`config.mk`:
```
export PLATFORM = sky130hd
export DESIGN_NAME = grant_burst_mux_flat
export DESIGN_NICKNAME = d
export VERILOG_FILES = /design/src/rtl/grant_burst_mux_pkg.sv /design/src/rtl/grant_burst_mux_if.sv /design/src/rtl/grant_burst_mux_onehot4_enc.sv /design/src/rtl/grant_burst_mux.sv /design/src/flat_wrapper.sv
export SDC_FILE = /design/constraint.sdc
export NUM_CORES = 1
export LEC_CHECK = 0
export ABC_AREA = 1
export CORE_ASPECT_RATIO = 0.75
export CORE_UTILIZATION = 31
export DETAILED_ROUTE_END_ITERATION = 10
export GPL_TIMING_DRIVEN = 0
export PLACE_DENSITY = 0.83
export SYNTH_ARGS = -nofsm -noshare
export SYNTH_HDL_FRONTEND = slang
export SYNTH_SLANG_ARGS = --single-unit
```
`constraint.sdc`:
```
create_clock -name clk -period 1.7 [get_ports clk]
set_clock_uncertainty 0.1 [all_clocks]
set_input_delay 0.425 -clock clk [delete_from_list [all_inputs] [get_ports clk]]
set_output_delay 0.425 -clock clk [all_outputs]
set_load 0.05 [all_outputs]
```
`src/rtl/grant_burst_mux_pkg.sv`:
```
// Shared definitions for grant_burst_mux and the arbiter benches:
// state encoding, requester count and one-hot to index helper.
package grant_burst_mux_pkg;

  localparam int NREQ = 4;

  localparam logic [1:0] IDLE = 2'd0;
  localparam logic [1:0] XFER = 2'd1;
  localparam logic [1:0] GAP  = 2'd2;

  // Lowest set bit wins, so a multi-hot input still maps to a legal index.
  function automatic logic [1:0] oh2idx(
    input logic [NREQ-1:0] oh
  );
    logic [1:0] idx;
    idx = 2'd0;
    case (1'b1)
      oh[0]:   idx = 2'd0;
      oh[1]:   idx = 2'd1;
      oh[2]:   idx = 2'd2;
      oh[3]:   idx = 2'd3;
      default: idx = 2'd0;
    endcase
    return idx;
  endfunction

endpackage

```
`src/rtl/grant_burst_mux_if.sv`:
```
// Grant, requester data and output beat port of grant_burst_mux.
// master drives grants/data/ready, slave is the mux itself.
interface grant_burst_mux_if
  import grant_burst_mux_pkg::*;
#(
  parameter int DW = 8
);

  logic [NREQ-1:0]    gnt;
  logic [NREQ*DW-1:0] req_data;
  logic [NREQ-1:0]    req_last;
  logic               out_ready;
  logic               out_valid;
  logic [DW-1:0]      out_data;
  logic [1:0]         out_src;
  logic [NREQ-1:0]    pop;
  logic               busy;
  logic               gnt_err;

  modport master (
    output gnt,
    output req_data,
    output req_last,
    output out_ready,
    input  out_valid,
    input  out_data,
    input  out_src,
    input  pop,
    input  busy,
    input  gnt_err
  );

  modport slave (
    input  gnt,
    input  req_data,
    input  req_last,
    input  out_ready,
    output out_valid,
    output out_data,
    output out_src,
    output pop,
    output busy,
    output gnt_err
  );

endinterface

```
`src/rtl/grant_burst_mux_onehot4_enc.sv`:
```
// 4-bit one-hot to 2-bit index encoder with
// exactly-one and multi-hot flags.
module onehot4_enc
  import grant_burst_mux_pkg::*;
(
  input  logic [NREQ-1:0] oh,
  output logic [1:0]      idx,
  output logic            one,
  output logic            multi
);

  assign idx   = oh2idx(oh);
  assign multi = |(oh & (oh - 4'd1));
  assign one   = (|oh) & ~multi;

endmodule

```
`src/rtl/grant_burst_mux.sv`:
```
// Locks ownership to the granted requester for one burst and
// forwards its beats to a shared valid/ready output port.
module grant_burst_mux
  import grant_burst_mux_pkg::*;
#(
  parameter int DW        = 8,
  parameter int MAX_BEATS = 4,
  parameter int CW        = 2
) (
  input logic             clk,
  input logic             reset,
  grant_burst_mux_if.slave bus
);

  logic [1:0]    state;
  logic [1:0]    owner;
  logic [CW-1:0] beat_cnt;

  logic [1:0] gidx;
  logic       gone;
  logic       gmulti;

  onehot4_enc u_enc (
    .oh    (bus.gnt),
    .idx   (gidx),
    .one   (gone),
    .multi (gmulti)
  );

  logic in_xfer;
  logic acc;
  logic last_beat;

  assign in_xfer   = (state == XFER);
  assign acc       = in_xfer & bus.out_ready;
  assign last_beat = bus.req_last[owner] |
                     (beat_cnt == CW'(MAX_BEATS - 1));

  always_ff @(posedge clk or negedge reset) begin
    if (!reset) begin
      state    <= IDLE;
      owner    <= 2'd0;
      beat_cnt <= '0;
    end else begin
      case (state)
        IDLE: begin
          if (gone) begin
            owner    <= gidx;
            beat_cnt <= '0;
            state    <= XFER;
          end
        end
        XFER: begin
          if (acc) begin
            if (last_beat) begin
              beat_cnt <= '0;
              state    <= GAP;
            end else begin
              beat_cnt <= beat_cnt + 1'b1;
            end
          end
        end
        GAP:     state <= IDLE;
        default: state <= IDLE;
      endcase
    end
  end

  // Reset gates gnt_err so every output reads 0 while reset is held.
  always_comb begin
    bus.out_valid = in_xfer;
    bus.out_data  = '0;
    bus.out_src   = owner;
    bus.pop       = '0;
    bus.busy      = (state != IDLE);
    bus.gnt_err   = reset & (state == IDLE) & gmulti;
    if (in_xfer) begin
      bus.out_data = bus.req_data[owner*DW +: DW];
    end
    if (acc) begin
      bus.pop[owner] = 1'b1;
    end
  end

endmodule
```
`src/flat_wrapper.sv`:
```
// flat-port wrapper written by rule: the top's interface ports become plain ports
module grant_burst_mux_flat import grant_burst_mux_pkg::*;
#(
  parameter int DW        = 8,
  parameter int MAX_BEATS = 4,
  parameter int CW        = 2
)
  (clk, reset, bus_gnt, bus_req_data, bus_req_last, bus_out_ready, bus_out_valid, bus_out_data, bus_out_src, bus_pop, bus_busy, bus_gnt_err);
  grant_burst_mux_if #(.DW(DW)) bus_i ();
  input logic clk;
  input logic reset;
  input wire logic [$bits(bus_i.gnt)-1:0] bus_gnt;
  input wire logic [$bits(bus_i.req_data)-1:0] bus_req_data;
  input wire logic [$bits(bus_i.req_last)-1:0] bus_req_last;
  input wire logic [$bits(bus_i.out_ready)-1:0] bus_out_ready;
  output wire logic [$bits(bus_i.out_valid)-1:0] bus_out_valid;
  output wire logic [$bits(bus_i.out_data)-1:0] bus_out_data;
  output wire logic [$bits(bus_i.out_src)-1:0] bus_out_src;
  output wire logic [$bits(bus_i.pop)-1:0] bus_pop;
  output wire logic [$bits(bus_i.busy)-1:0] bus_busy;
  output wire logic [$bits(bus_i.gnt_err)-1:0] bus_gnt_err;
  assign bus_i.gnt = bus_gnt;
  assign bus_i.req_data = bus_req_data;
  assign bus_i.req_last = bus_req_last;
  assign bus_i.out_ready = bus_out_ready;
  assign bus_out_valid = bus_i.out_valid;
  assign bus_out_data = bus_i.out_data;
  assign bus_out_src = bus_i.out_src;
  assign bus_pop = bus_i.pop;
  assign bus_busy = bus_i.busy;
  assign bus_gnt_err = bus_i.gnt_err;
  grant_burst_mux #(.DW(DW), .MAX_BEATS(MAX_BEATS), .CW(CW)) u_core (.clk(clk), .reset(reset), .bus(bus_i));
endmodule
```
After elaboration in Yosys (flattened, before gate mapping)

Index checks and enable logic that the tools add are counted.

Register bits after elaboration: 6
Output and inout bits: 17

Add/subtract/negate cells: 2
Magnitude comparators: 2
Equality and inequality tests: 5
Shift operators: 1
Multiplexer cells: 18
Bitwise operators: 7
Reductions and logical operators: 9

Operators by type and width:

| kind                                                              | count |
|---|---|
| indexed part select 32 x 6 -> 8 bit                               | 1 |
| two-way mux 2 bit                                                 | 10 |
| two-way mux 8 bit                                                 | 1 |
| case mux 2 bit (2 select lines)                                   | 2 |
| OR reduction 4 bit                                                | 2 |
| AND reduction 3 bit                                               | 2 |
| bitwise AND 1 bit                                                 | 4 |
| bitwise AND 4 bit                                                 | 1 |
| two-way mux 4 bit                                                 | 1 |
| != test 2 bit, second input constant                              | 2 |
| nonzero test 2 bit                                                | 2 |
| subtractor 4 x 1 -> 4 bit, second input constant                  | 1 |
| < comparator 2 x 3 -> 1 bit, second input constant                | 1 |
| adder 2 x 1 -> 2 bit, second input constant                       | 1 |
| binary-select mux 1 bit (select 2 bit)                            | 1 |
| demux 1 bit (select 2 bit)                                        | 1 |
| == test 2 x 1 -> 1 bit, second input constant                     | 1 |
| == test 2 bit, second input constant                              | 1 |
| greater-or-equal comparator 2 x 1 -> 1 bit, second input constant | 1 |
| logical NOT 2 bit                                                 | 1 |
| two-way mux 1 bit                                                 | 2 |
| != test 2 x 1 -> 1 bit, second input constant                     | 1 |
| AND reduction 2 bit                                               | 1 |
| logical AND 1 bit                                                 | 1 |
| 2 further kinds                                                   | 2 |

Longest topological paths before layout

Depth in word-level cells: 7
Depth in mapped cells: 7
Depth with buffers taken out: 7

By module

Synthesis repeated with hierarchy kept, for this count alone.

Cells, all modules: 116
Area total of the unflattened synthesis: 838.3 µm²

Modules (own cells, without submodules):

| module          | times used | cells each | area an instance (µm²) | sequential area each (µm²) |
|---|---|---|---|---|
| grant_burst_mux | 1          | 101        | 777.0                  | 150.1 |
| onehot4_enc     | 1          | 15         | 61.3                   | 0.0 |

Worst setup path after synthesis

OpenSTA, ideal clock, no wires.

Path type: reg2out
From: register u_core.state[1]
To: output bus_pop[0]
Arrival: 2.069 ns
Data required time: 1.175 ns
Setup slack: -0.894 ns
Cell stages (with the launch flop): 4
Path through: dfrtp_1 > nor2_4 > nand2_1 > nor3_1

Longest elaborated chain between the ends: 3

RTL lines:

| element                  | line                  | RTL |
|---|---|---|
| start: declaration       | grant_burst_mux.sv:15 | `logic [1:0] state;` |
| start signal: assignment | grant_burst_mux.sv:41 | `state <= IDLE;` |
| start signal: assignment | grant_burst_mux.sv:50 | `state <= XFER;` |
| start signal: assignment | grant_burst_mux.sv:57 | `state <= GAP;` |
| == test 2 x 1 -> 1 bit   | grant_burst_mux.sv:34 | `assign in_xfer = (state == XFER);` |
| named net bus_out_valid  | flat_wrapper.sv:16    | `output wire logic [$bits(bus_i.out_valid)-1:0] bus_out_valid;` |
| bitwise AND 1 bit        | grant_burst_mux.sv:35 | `assign acc = in_xfer & bus.out_ready;` |
| two-way mux 4 bit        | grant_burst_mux.sv:80 | `if (acc) begin` |
| end: declaration         | flat_wrapper.sv:19    | `output wire logic [$bits(bus_i.pop)-1:0] bus_pop;` |

The timed path passes the listed nets, and every way through them passes these cells.

Worst setup path after layout

From: register u_core.owner[0] (netlist: u_core.bus.out_src[0])
To: output bus_out_data[4]

Longest elaborated chain between the ends: 2

RTL lines:

| element                             | line                  | RTL |
|---|---|---|
| start: declaration                  | grant_burst_mux.sv:16 | `logic [1:0] owner;` |
| start signal: assignment            | grant_burst_mux.sv:48 | `owner <= gidx;` |
| indexed part select 32 x 6 -> 8 bit | grant_burst_mux.sv:78 | `bus.out_data = bus.req_data[owner*DW +: DW];` |
| two-way mux 8 bit                   | grant_burst_mux.sv:77 | `if (in_xfer) begin` |
| end: declaration                    | flat_wrapper.sv:17    | `output wire logic [$bits(bus_i.out_data)-1:0] bus_out_data;` |

Every way passes these cells.

==> results.md <==
* Run status: finished with violations
* Failing checks: design-rule violations, negative setup slack
* Commonest cells after routing, fill and taps aside: clkdlybuf4s50_1 (36), buf_6 (20), nand3_1 (19), nand2_1 (17), nand3_2 (11)
* Worst R2R Start: u_core.bus.out_src[1]
* WP data required at 1.17 ns
* Port bufs at 59
* All-layer global routing usage at 0.3197
* Slowest stage delay, CP at 0.51 ns
* Post-synthesis compound-gate area fraction at 0.1584
* Critical path depth at 4
* Mapped Cells at roughly 100
* FF+latch count, synth at 6
* Synth area leader: dfrtp_1
* Final nets at 221
* Sink Count at 6
* Post-Syn Nets at 148
* Worst-Skew Late Latency at 0.25 ns
* Vias/cell at 5.675
* Hold WC Path Type: input pin to async pin
* CP Cell Sequence: buf_6, nand3_1, a41oi_4, buf_6
* Int Pwr at 1.354 mW
* Pleak at ~0.68 nW
* Post-Place Worst Slack at -1.098 ns
* Seq/Total Area, Yosys at 0.2135
* MaxCap Viol Count at 0
* Starting Density at 0.3402
* Vias after detailed routing at 1135
* Setup TNS at -3.646 ns
* Crit Path Category: register to output pin
* Seq pwr share at 0.099
* Clock H-tree levels at 1
* Number of distinct library cells after synthesis at 22
* Ys Warns at 0
* Clock share of power at 0.046
* Clock root cell: clkbuf_4
* Xor-xnor portion of the synthesized cell area at 0
* Die Wd at 57.00 um
* Storage element area at 152.6 um2
* Register-to-register setup slack at 0.26 ns
* Simple-gate portion of the synthesized area at 0.5267
* First-pass GRT wire length at 5823 um
* Synth top area share at 0.2135
* Layout cells sized above 1 at 0.4659
* Wire per inst at roughly 19 um
* Min Clock Period, post-route at 2.045 ns
* CP bufs+invs at 2
* Die area at 0.002465 mm2
* Initial drt markers at 39
* Routed Antenna Nets at 0
* Total grt overflow at 0
* Last weighted congestion value of the routability-driven placer at roughly 0.8
* Synth Area in Adders at 0.01779
* Final HPWL DP at 2417 um
* Die Y at 43.25 um
* Switching Share at 0.5847
* Top_reg_cell synth: dfrtp_1
* Row cnt at 14
* Switch Pwr at approximately 1.9 mW
* Number of fill cells at 105
* Drt first pass iters at 7
* Hold_buf cts at 0
* Max-Slew Margin vs Limit at 0.6787
* Clk slew on worst S/H paths at approximately 0.060 ns
* Final Cycle Share at 1.203
* Max Clk Rate at slightly below 500 MHz
* Clock buffer depth at 2
* Cell family with most CP delay: flip-flops
* Reg2Reg Capture Point: u_core.state[0]
* Setup-failing EPs final at 14
* RSZ-0062 raised after global routing: true
* TritonCTS Buffers at 3
* Final routed DRC violation total at 6
* Crit path max-delay cell type: dfrtp_2
* Ant diodes at 0
* CTS tree: done
* Post-Syn Area at 703.2 um2
* Worst reg2reg path depth at 7
* Ys async rst share at 1.000
* Max VDD drop at 1296 uV
* Most frequent CP cell: buf_6
* Comb pwr share at 0.855
* Final Max Tran Viols at 0
* Worst Path Max Fanout at 10
* Syn avg cell area at around 6.8 um2
* Nature of the critical path endpoint: output pin
* Mux contribution to synthesized area at 0
* Initial antenna violation count at 0
* CP arrival at 1.52 ns
* Vias in the first global route at 1247
* IO Count at 60
* Largest cells by area after synthesis: dfrtp_1 (21%), nand3_1 (21%), nand2_1 (10%)
* Placeable Area at 0.002067 mm2
* EDFF count, synth at 0
* Hold Fails Final Rpt at 0
* Area grow syn2layout at 153.4%
* Final worst slack at -0.3447 ns
* Power Dens Cells at ~1800 mW/mm2
* Detailed-route wire length at 3781 um
* Leading cell type in the layout, fill and taps excluded: clkdlybuf4s50_1
* Worst Setup Start Kind: register
* Largest family of logic cells by synthesized area: simple AND/OR/NAND/NOR gates
* Largest net degree at the start of global routing at 11
* Worst-margin pin slew at 0.4839 ns
* Combined area of the multi-input logic cells at 799.5 um2
[worst reg2reg max path, stage by stage, from the launching register on]
cell and delay (ns):
dfrtp_2 0.49, nor2_4 0.18, buf_4 0.13, nand2_1 0.06
nand3_1 0.15, nor2_1 0.08, nor2_1 0.09, nand2_1 0.06
[synthesized netlist by cell type, types with 2 or more instances]
cell	count
a41oi_1	8
buf_2	5
dfrtp_1	6
inv_1	5
inv_2	2
nand2_1	19
nand3_1	30
nor2_1	6
nor2_2	3
nor2_4	3
nor3_1	6
[worst max path at each step]
stage / startpoint / to
after floorplan: u_core.state[0] / bus_pop[0]
after detailed placement: bus_gnt[1] / bus_gnt_err
final: u_core.bus.out_src[0] / bus_out_data[4]
after CTS: u_core.bus.out_src[1] / bus_out_data[5]
after global placement: bus_gnt[0] / bus_gnt_err
after global routing: u_core.bus.out_src[0] / bus_out_data[6]
[stage by stage]
stage / util / std cells / hold slack [ns] / instance area, um2 / power (mW)
after floorplan: - / 104 / 0.02941 / 924.6 / 1.970
after global placement: 0.7476 / 187 / 0.4075 / 1545 / 2.556
after detailed placement: 0.7476 / 187 / 0.4237 / 1545 / 2.599
after CTS: 0.8505 / 199 / 0.06713 / 1758 / 3.137
after global routing: 0.8620 / 200 / 0.07770 / 1782 / 3.403
final: 0.8620 / 200 / 0.06337 / 1782 / 3.261
[kinds of logic (layout without fill, tap and decap cells)]
group	Yosys count	after routing
simple gates	72	73
buf+inv	13	84
compound gates	12	12
flops	6	6
fa+ha+maj	1	1
[power by group through the flow]
| stage | clock network [mW] | logic (mW) | registers [mW] |
|---|---|---|---|
| floorplan | 0 | 1.62 | 0.346 |
| global placement | 0 | 2.29 | 0.268 |
| detailed placement | 0 | 2.32 | 0.277 |
| CTS | 0.157 | 2.68 | 0.303 |
| global route | 0.163 | 2.91 | 0.333 |
| finish | 0.150 | 2.79 | 0.324 |
[timing repair]
action / 4_1_cts / 5_1_grt
setup buffers: 6 / 1
setup endpoints to repair: 17 / 15
resized for setup: 152 / 6
cloned: 2 / 0
pin swaps: 7 / 0
[flip-flops by register name, indices dropped and copies added, names as in the netlist]
register and count:
u_core.bus.out_src 2, u_core.beat_cnt 2, u_core.state 2
[routing by layer]
metal  part of all wire  vias to the layer above  GRT usage  wire, um
met5                  0                        -          0         0
met4              0.012                        0     0.1317        47
met3              0.042                        6    0.08232       158
met2               0.56                       47     0.6024      2104
met1               0.39                      561     0.3377      1471
li1                   -                      521          -         -
[layout make-up]
| class | instances | area share |
|---|---|---|
| inverters | 7 | 0.01756 |
| well taps | 24 | 0.01685 |
| plain buffers | 6 | 0.04284 |
| flip-flops and latches | 6 | 0.08567 |
| clock buffers | 4 | 0.01475 |
| multi-input cells | 86 | 0.4487 |
| repair buffers | 67 | 0.3736 |
Note: power is estimated with default switching activity, not from simulation.
